## src/rtl/mul_div_unit_pkg.sv

```systemverilog
// Shared encodings for the multiply/divide unit: MDFunc codes, FSM states
// and the R-type funct codes that the ALU controller decodes into MDFunc.
package mul_div_unit_pkg;

  localparam logic [2:0] MDFUNC_MULT  = 3'd0;
  localparam logic [2:0] MDFUNC_MULTU = 3'd1;
  localparam logic [2:0] MDFUNC_DIV   = 3'd2;
  localparam logic [2:0] MDFUNC_DIVU  = 3'd3;
  localparam logic [2:0] MDFUNC_MTHI  = 3'd4;
  localparam logic [2:0] MDFUNC_MTLO  = 3'd5;
  localparam logic [2:0] MDFUNC_NOP   = 3'd7;

  localparam logic [5:0] FUNCT_MFHI  = 6'h10;
  localparam logic [5:0] FUNCT_MTHI  = 6'h11;
  localparam logic [5:0] FUNCT_MFLO  = 6'h12;
  localparam logic [5:0] FUNCT_MTLO  = 6'h13;
  localparam logic [5:0] FUNCT_MULT  = 6'h18;
  localparam logic [5:0] FUNCT_MULTU = 6'h19;
  localparam logic [5:0] FUNCT_DIV   = 6'h1a;
  localparam logic [5:0] FUNCT_DIVU  = 6'h1b;

  typedef enum logic [1:0] {
    MD_IDLE = 2'd0,
    MD_CALC = 2'd1,
    MD_FIX  = 2'd2
  } md_state_t;

  function automatic logic mdfunc_is_mul(input logic [2:0] f);
    return (f == MDFUNC_MULT) || (f == MDFUNC_MULTU);
  endfunction

  function automatic logic mdfunc_is_div(input logic [2:0] f);
    return (f == MDFUNC_DIV) || (f == MDFUNC_DIVU);
  endfunction

  // Decode used by the ALU controller; MFHI/MFLO never start the unit.
  function automatic logic [2:0] funct_to_mdfunc(input logic [5:0] funct);
    case (funct)
      FUNCT_MULT:  return MDFUNC_MULT;
      FUNCT_MULTU: return MDFUNC_MULTU;
      FUNCT_DIV:   return MDFUNC_DIV;
      FUNCT_DIVU:  return MDFUNC_DIVU;
      FUNCT_MTHI:  return MDFUNC_MTHI;
      FUNCT_MTLO:  return MDFUNC_MTLO;
      FUNCT_MFHI,
      FUNCT_MFLO:  return MDFUNC_NOP;
      default:     return MDFUNC_NOP;
    endcase
  endfunction

endpackage

```

## src/rtl/mul_div_unit_if.sv

```systemverilog
// Issue/result bundle between the EX stage and the multiply/divide unit.
//
// Handshake: Start is a single-cycle issue strobe. The unit takes it only
// while Busy is low (Busy acts as an inverted ready); a Start seen while
// Busy is high is dropped, so the issuer must stall on Busy. Done pulses
// for one cycle in the same cycle HI/LO first show a MULT/DIV result.
// Cancel aborts whatever is in flight and also suppresses a same-cycle Start.
interface mul_div_unit_if #(parameter int WIDTH = 32);
  logic             Start;
  logic [2:0]       MDFunc;
  logic             Sign;
  logic             Cancel;
  logic [WIDTH-1:0] A;
  logic [WIDTH-1:0] B;
  logic [WIDTH-1:0] HI;
  logic [WIDTH-1:0] LO;
  logic             Busy;
  logic             Done;

  modport master (output Start, MDFunc, Sign, Cancel, A, B,
                  input  HI, LO, Busy, Done);
  modport slave  (input  Start, MDFunc, Sign, Cancel, A, B,
                  output HI, LO, Busy, Done);
endinterface

```

## src/rtl/md_iter_core.sv

```systemverilog
// One-bit-per-cycle magnitude engine: shift-add multiply or restoring divide.
// Result appears as {hi, lo}: product, or remainder/quotient for divide.
module md_iter_core #(
  parameter int WIDTH = 32
) (
  input  logic             clk,
  input  logic             reset_n,
  input  logic             mode,    // 0 multiply, 1 divide
  input  logic             load,
  input  logic             step,
  input  logic [WIDTH-1:0] a_in,    // multiplier / dividend magnitude
  input  logic [WIDTH-1:0] b_in,    // multiplicand / divisor magnitude
  output logic [WIDTH-1:0] hi,
  output logic [WIDTH-1:0] lo,
  output logic             last
);

  localparam int CW = $clog2(WIDTH);

  // acc is one bit wider so the partial remainder never loses its top bit
  logic [WIDTH:0]   acc;
  logic [WIDTH-1:0] q;
  logic [WIDTH-1:0] b_r;
  logic [CW-1:0]    cnt;

  logic [WIDTH:0]   mul_add;
  logic [WIDTH:0]   mul_acc_n;
  logic [WIDTH-1:0] mul_q_n;
  logic [WIDTH+1:0] div_diff;
  logic [WIDTH:0]   div_rest;
  logic             div_ok;
  logic [WIDTH:0]   div_acc_n;
  logic [WIDTH-1:0] div_q_n;

  // next-step values for both algorithms
  always_comb begin
    mul_add   = q[0] ? (acc + {1'b0, b_r}) : acc;
    mul_acc_n = {1'b0, mul_add[WIDTH:1]};
    mul_q_n   = {mul_add[0], q[WIDTH-1:1]};
    div_diff  = {acc, q[WIDTH-1]} - {2'b00, b_r};
    div_rest  = {acc[WIDTH-1:0], q[WIDTH-1]};
    div_ok    = ~div_diff[WIDTH+1];
    div_acc_n = div_ok ? div_diff[WIDTH:0] : div_rest;
    div_q_n   = {q[WIDTH-2:0], div_ok};
  end

  // operand load and one iteration per step
  always_ff @(posedge clk or negedge reset_n) begin
    if (!reset_n) begin
      acc <= '0;
      q   <= '0;
      b_r <= '0;
      cnt <= '0;
    end else if (load) begin
      acc <= '0;
      q   <= a_in;
      b_r <= b_in;
      cnt <= '0;
    end else if (step) begin
      if (mode) begin
        acc <= div_acc_n;
        q   <= div_q_n;
      end else begin
        acc <= mul_acc_n;
        q   <= mul_q_n;
      end
      cnt <= last ? '0 : cnt + 1'b1;
    end
  end

  assign last = (cnt == CW'(WIDTH - 1));
  assign hi   = acc[WIDTH-1:0];
  assign lo   = q;

endmodule

```

## src/rtl/mul_div_unit.sv

```systemverilog
// Iterative MULT/DIV unit with HI/LO registers. Operands are reduced to
// magnitudes on issue, iterated in md_iter_core, sign-corrected in FIX.
module mul_div_unit
  import mul_div_unit_pkg::*;
#(
  parameter int WIDTH     = 32,
  parameter bit DIV0_FAST = 1'b1
) (
  input  logic           clk,
  input  logic           reset_n,
  mul_div_unit_if.slave  bus,
  output md_state_t      dbg_state
);

  md_state_t        state;
  logic [WIDTH-1:0] hi_q, lo_q, a_raw;
  logic             busy_q, done_q;
  logic             op_div, neg_q, neg_r, div0;

  logic             func_mul, func_div, accept, start_md;
  logic             a_neg, b_neg, b_zero;
  logic [WIDTH-1:0] a_mag, b_mag;
  logic [WIDTH-1:0] raw_hi, raw_lo;
  logic             core_last, core_step;
  logic [2*WIDTH-1:0] prod_raw, prod_fix;
  logic [WIDTH-1:0] q_fix, r_fix;

  // issue decode and operand magnitudes
  always_comb begin
    func_mul = mdfunc_is_mul(bus.MDFunc);
    func_div = mdfunc_is_div(bus.MDFunc);
    accept   = (state == MD_IDLE) && bus.Start && !bus.Cancel;
    start_md = accept && (func_mul || func_div);
    a_neg    = bus.Sign & bus.A[WIDTH-1];
    b_neg    = bus.Sign & bus.B[WIDTH-1];
    a_mag    = a_neg ? -bus.A : bus.A;
    b_mag    = b_neg ? -bus.B : bus.B;
    b_zero   = (bus.B == '0);
  end

  assign core_step = (state == MD_CALC) && !bus.Cancel;

  md_iter_core #(.WIDTH(WIDTH)) u_core (
    .clk     (clk),
    .reset_n (reset_n),
    .mode    (op_div),
    .load    (start_md),
    .step    (core_step),
    .a_in    (a_mag),
    .b_in    (b_mag),
    .hi      (raw_hi),
    .lo      (raw_lo),
    .last    (core_last)
  );

  // sign fix-up of the magnitude results
  always_comb begin
    prod_raw = {raw_hi, raw_lo};
    prod_fix = neg_q ? -prod_raw : prod_raw;
    q_fix    = neg_q ? -raw_lo : raw_lo;
    r_fix    = neg_r ? -raw_hi : raw_hi;
  end

  // control FSM plus HI/LO, Busy and Done registers
  always_ff @(posedge clk or negedge reset_n) begin
    if (!reset_n) begin
      state  <= MD_IDLE;
      hi_q   <= '0;
      lo_q   <= '0;
      busy_q <= 1'b0;
      done_q <= 1'b0;
      op_div <= 1'b0;
      neg_q  <= 1'b0;
      neg_r  <= 1'b0;
      div0   <= 1'b0;
      a_raw  <= '0;
    end else begin
      done_q <= 1'b0;
      case (state)
        MD_IDLE: begin
          if (start_md) begin
            op_div <= func_div;
            neg_q  <= a_neg ^ b_neg;
            neg_r  <= a_neg;
            div0   <= func_div && b_zero;
            a_raw  <= bus.A;
            busy_q <= 1'b1;
            // a zero divisor has a fixed answer, so it can skip iterating
            state  <= (func_div && b_zero && DIV0_FAST) ? MD_FIX : MD_CALC;
          end else if (accept && bus.MDFunc == MDFUNC_MTHI) begin
            hi_q <= bus.A;
          end else if (accept && bus.MDFunc == MDFUNC_MTLO) begin
            lo_q <= bus.A;
          end
        end
        MD_CALC: begin
          if (bus.Cancel) begin
            state  <= MD_IDLE;
            busy_q <= 1'b0;
          end else if (core_last) begin
            state <= MD_FIX;
          end
        end
        MD_FIX: begin
          state  <= MD_IDLE;
          busy_q <= 1'b0;
          if (!bus.Cancel) begin
            done_q <= 1'b1;
            if (div0) begin
              hi_q <= a_raw;
              lo_q <= '1;
            end else if (op_div) begin
              hi_q <= r_fix;
              lo_q <= q_fix;
            end else begin
              {hi_q, lo_q} <= prod_fix;
            end
          end
        end
        default: begin
          state  <= MD_IDLE;
          busy_q <= 1'b0;
        end
      endcase
    end
  end

  assign bus.HI    = hi_q;
  assign bus.LO    = lo_q;
  assign bus.Busy  = busy_q;
  assign bus.Done  = done_q;
  assign dbg_state = state;

endmodule

```

## src/flat_wrapper.sv

```systemverilog
// flat-port wrapper written by rule: the top's interface ports become plain ports
module mul_div_unit_flat import mul_div_unit_pkg::*;
#(
  parameter int WIDTH     = 32,
  parameter bit DIV0_FAST = 1'b1
)
  (clk, reset_n, dbg_state, bus_Start, bus_MDFunc, bus_Sign, bus_Cancel, bus_A, bus_B, bus_HI, bus_LO, bus_Busy, bus_Done);
  mul_div_unit_if #(.WIDTH(WIDTH)) bus_i ();
  input  logic clk;
  input  logic reset_n;
  output md_state_t dbg_state;
  input wire logic [$bits(bus_i.Start)-1:0] bus_Start;
  input wire logic [$bits(bus_i.MDFunc)-1:0] bus_MDFunc;
  input wire logic [$bits(bus_i.Sign)-1:0] bus_Sign;
  input wire logic [$bits(bus_i.Cancel)-1:0] bus_Cancel;
  input wire logic [$bits(bus_i.A)-1:0] bus_A;
  input wire logic [$bits(bus_i.B)-1:0] bus_B;
  output wire logic [$bits(bus_i.HI)-1:0] bus_HI;
  output wire logic [$bits(bus_i.LO)-1:0] bus_LO;
  output wire logic [$bits(bus_i.Busy)-1:0] bus_Busy;
  output wire logic [$bits(bus_i.Done)-1:0] bus_Done;
  assign bus_i.Start = bus_Start;
  assign bus_i.MDFunc = bus_MDFunc;
  assign bus_i.Sign = bus_Sign;
  assign bus_i.Cancel = bus_Cancel;
  assign bus_i.A = bus_A;
  assign bus_i.B = bus_B;
  assign bus_HI = bus_i.HI;
  assign bus_LO = bus_i.LO;
  assign bus_Busy = bus_i.Busy;
  assign bus_Done = bus_i.Done;
  mul_div_unit #(.WIDTH(WIDTH), .DIV0_FAST(DIV0_FAST)) u_core (.clk(clk), .reset_n(reset_n), .bus(bus_i), .dbg_state(dbg_state));
endmodule
```

## config.mk

```make
export PLATFORM = sky130hd
export DESIGN_NAME = mul_div_unit_flat
export DESIGN_NICKNAME = d
export VERILOG_FILES = /design/src/rtl/mul_div_unit_pkg.sv /design/src/rtl/mul_div_unit_if.sv /design/src/rtl/md_iter_core.sv /design/src/rtl/mul_div_unit.sv /design/src/flat_wrapper.sv
export SDC_FILE = /design/constraint.sdc
export NUM_CORES = 1
export LEC_CHECK = 0
export ABC_AREA = 1
export ABC_CLOCK_PERIOD_IN_PS = 3400
export BUFFER_PORTS_ARGS = -buffer_cell sky130_fd_sc_hd__buf_2
export CAP_MARGIN = 20
export CORE_MARGIN = 4
export CORE_UTILIZATION = 36
export CTS_CLUSTER_DIAMETER = 30
export DETAILED_ROUTE_END_ITERATION = 10
export GPL_TIMING_DRIVEN = 0
export PLACE_DENSITY_LB_ADDON = 0.05
export REMOVE_ABC_BUFFERS = 1
export SYNTH_ARGS = -nofsm -noshare
export SYNTH_HDL_FRONTEND = slang
export SYNTH_SLANG_ARGS = --single-unit
```

## constraint.sdc

```tcl
create_clock -name clk -period 3.4 [get_ports clk]
set_clock_uncertainty 0.2 [all_clocks]
set_input_delay 0.68 -clock clk [delete_from_list [all_inputs] [get_ports clk]]
set_output_delay 0.68 -clock clk [all_outputs]
set_load 0.02 [all_outputs]
```

==> reports/results.tsv <==
metric	value	unit
post-route total power	28740	uW
Post-Route Setup TNS	0	ns
number of hold violations in the final report	0	
startpoint kind of the worst setup timing path	register	
pre-CTS setup slack	-1.198	ns
number of synthesized register bits	206	
CTS HTree Levels	3	
net load switching power	15350	uW
count of standard-cell rows	83	
fraction of registers with async set or reset after synthesis	100.0	%
CP Capture Type	register	
Layout fillers	5598	
Via density	5.341	
post-synthesis sequential area ratio	27.14	%
worst slew margin relative to its limit	27.53	%
global-route wire length before repair	127000	um
maximum achievable frequency	306.7	MHz
maximum root-to-sink buffer count	3	
total power per unit cell area	1249	nW/um^2
gate count of the mapped netlist	3178	
count of yosys warnings during synthesis	0	
PnR worst setup slack	0.1393	ns
Total GRT Usage	28.96	%
relative contribution of combinational cells to total power	58.7	%
residual DRC count	0	
ratio of final minimum period to clock period	95.90	%
Post-synth EDFFs	0	
area occupied by registers	5169	sq um
final net count	3443	
average instance area after synthesis	5.978	sq um
maximum number of pins on one net before global-route repair	109	
detailed-placement wirelength estimate	64190	um
overall routed net length	83680	um
core area	51820	sq um
placed inst area	20370	sq um
footprint of the multi-input gates	11930	sq um
first-pass detailed-route iteration total	5	
share of final-layout standard cells stronger than drive strength 1	10.63	%
final antenna diode count	0	
source-to-sink clock delay at the later pin of the worst-skew pair	0.61	ns
total setup violations reported at the end of the flow	0	
max-slew violations	0	
overflow left after global routing	0	
Least-Margin Pin Slew	1.087	ns
GP Congestion	0.9226	
area overhead of the layout relative to synthesis	21.16	%
most used cells in the layout excluding fill and tap cells	sky130_fd_sc_hd__nand2_1, sky130_fd_sc_hd__nor2_1, sky130_fd_sc_hd__inv_1, sky130_fd_sc_hd__a21oi_1, sky130_fd_sc_hd__nand3_1	
die height	237.7	um
most common cell after layout, fill and taps aside	sky130_fd_sc_hd__nand2_1	
Crit Path Max Fanout	48	
result of the run	completed	
setup repair after global routing missed its margin	false	
die width	237.7	um
worst endpoint data arrival time	3.51	ns
switching fraction of total power	53.39	%
most used flip-flop cell after synthesis	sky130_fd_sc_hd__dfrtp_1	
minimum clock period	3.261	ns
CTS clk-pin slew, worst paths	0.04	ns
Sequential Power Share	18.6	%
maximum resistive drop on vdd	0.0004386	V
PortBufs	139	
max-capacitance violation count	0	
clock tree from TritonCTS	built	
antenna violations before repair	0	
antenna-violating nets left	0	
routed vias	21566	
final routed wire length divided by cell count	20.72	um
design area	23020	sq um
required time of the critical path	3.65	ns
violation count after the first detailed-route iteration	1483	
vias in the first global route	21474	
unique cell type count in the Yosys netlist	57	
cell internal pwr	13400	uW
critical path class	reg2reg	
area of the die	56510	sq um
fraction of power consumed by the clock network	22.6	%
count of clock tree sinks	206	
path type of the worst min-delay path	in2reg	
count of pins on the block boundary	140	
leakage component of the power	0.01137	uW
clock root buffer	sky130_fd_sc_hd__clkbuf_16	
Initial Utilization	36.66	%
number of buffers added by the clock tree synthesis step	73	
cell area after technology mapping	19000	sq um
-- synthesized netlist by cell type, types with 18 or more instances --
cell type | number | area, sq um
sky130_fd_sc_hd__nand4_1 | 20 | 125.1
sky130_fd_sc_hd__inv_1 | 387 | 1453
sky130_fd_sc_hd__dfrtp_1 | 206 | 5155
sky130_fd_sc_hd__buf_2 | 18 | 90.09
sky130_fd_sc_hd__a31oi_1 | 18 | 112.6
sky130_fd_sc_hd__a21oi_1 | 246 | 1231
sky130_fd_sc_hd__nor3_1 | 38 | 190.2
sky130_fd_sc_hd__xor2_1 | 41 | 359.1
sky130_fd_sc_hd__nand2_1 | 955 | 3585
sky130_fd_sc_hd__nor2_1 | 403 | 1513
sky130_fd_sc_hd__o211ai_1 | 19 | 142.6
sky130_fd_sc_hd__o21ai_0 | 239 | 1196
sky130_fd_sc_hd__ha_1 | 70 | 875.8
sky130_fd_sc_hd__o22ai_1 | 19 | 118.9
sky130_fd_sc_hd__xnor2_1 | 21 | 183.9
sky130_fd_sc_hd__nand3_1 | 243 | 1216
sky130_fd_sc_hd__clkbuf_1 | 77 | 289.0
-- path summary, 6_finish.rpt --
check	start	endpoint	slack [ns]	cells after the start
setup / recovery	u_core.op_div$_DFFE_PN0P_	u_core.bus.HI[21]$_DFFE_PN0P_	0.14	10
hold / removal	bus_Cancel	u_core.bus.Done$_DFF_PN0_	0.12	2
setup reg to reg	u_core.op_div$_DFFE_PN0P_	u_core.bus.HI[21]$_DFFE_PN0P_	0.14	10
hold reg to reg	u_core.bus.LO[12]$_DFFE_PN0P_	u_core.bus.LO[12]$_DFFE_PN0P_	0.28	2
max in group asynchronous	reset_n	u_core.op_div$_DFFE_PN0P_	1.35	3
min in group asynchronous	reset_n	u_core.bus.LO[8]$_DFFE_PN0P_	0.47	2
-- worst max-delay path, stage by stage, from the launching register on --
cell                      delay (ns)
sky130_fd_sc_hd__dfrtp_4        0.73
sky130_fd_sc_hd__buf_12         0.30
sky130_fd_sc_hd__inv_4          0.26
sky130_fd_sc_hd__a21oi_2        0.29
sky130_fd_sc_hd__o21ai_0        0.21
sky130_fd_sc_hd__a21oi_1        0.35
sky130_fd_sc_hd__nand2_1        0.09
sky130_fd_sc_hd__nand2_1        0.15
sky130_fd_sc_hd__nor2_1         0.05
sky130_fd_sc_hd__o21ai_0        0.32
sky130_fd_sc_hd__a21oi_1        0.11
-- final cells by class --
type | count | area share, %
well taps | 680 | 3.697
flip-flops and latches | 206 | 22.46
repair buffers | 162 | 4.806
clock buffers | 100 | 9.171
clock inverters | 34 | 1.446
inverters | 400 | 6.611
multi-input cells | 2456 | 51.81
-- routing by layer --
layer  track usage, %  vias to the layer above  routed length [um]
li1                 -                    10557                   -
met1            35.79                    10185               35500
met2            50.77                      644               40990
met3            3.562                      180                3600
met4            12.54                        0                3583
met5                0                        -                   0
-- power groups by stage --
| stage | clock network, uW | logic (uW) | registers [uW] |
|---|---|---|---|
| final | 6510 | 16900 | 5350 |
| after global routing | 6750 | 18900 | 5530 |
| after CTS | 6600 | 16900 | 5320 |
| after detailed placement | 0 | 16600 | 5370 |
| after global placement | 0 | 16100 | 5630 |
| after floorplan | 0 | 10600 | 5240 |
-- registers in the layout, indices dropped and copies added, names as in the netlist --
| name | cells |
|---|---|
| u_core.u_core.acc | 33 |
| u_core.a_raw | 32 |
| u_core.bus.HI | 32 |
| u_core.bus.LO | 32 |
| u_core.u_core.b_r | 32 |
| u_core.u_core.lo | 32 |
| u_core.u_core.cnt | 5 |
| u_core.dbg_state | 2 |
| u_core.bus.Busy | 1 |
| u_core.bus.Done | 1 |
| u_core.div0 | 1 |
| u_core.neg_q | 1 |
| u_core.neg_r | 1 |
| u_core.op_div | 1 |
-- timing repair --
action | 4_1_cts | 5_1_grt
hold buffers | 1 | 0
endpoints found under the setup margin | 131 | 59
buffers inserted | 3 | 5
hold endpoints to repair | 36 | 0
resized for setup | 14 | 16
gates cloned | 1 | 0
pin swaps | 2 | 1
-- stage by stage --
stage                     std cells  util (%)  hold WS [ns]
after floorplan                3061         -        0.1844
after global placement         3880     38.64        0.2646
after detailed placement       3894     39.31        0.2718
after CTS                      4033     44.27       0.09011
after global routing           4038     44.41        0.1148
final                          4038     44.41        0.1197
-- logic make-up after synthesis --
| kind of cell | after synthesis | share of synthesized area (%) |
|---|---|---|
| AND/OR/NAND/NOR | 1725 | 37.56 |
| flip-flops | 206 | 27.14 |
| buffers and inverters | 517 | 10.66 |
| adder cells (fa/ha/maj) | 72 | 4.821 |
| AO/OA/AOI/OAI | 596 | 16.96 |
| XOR/XNOR | 62 | 2.858 |
Note: power is estimated with default switching activity, not from simulation.
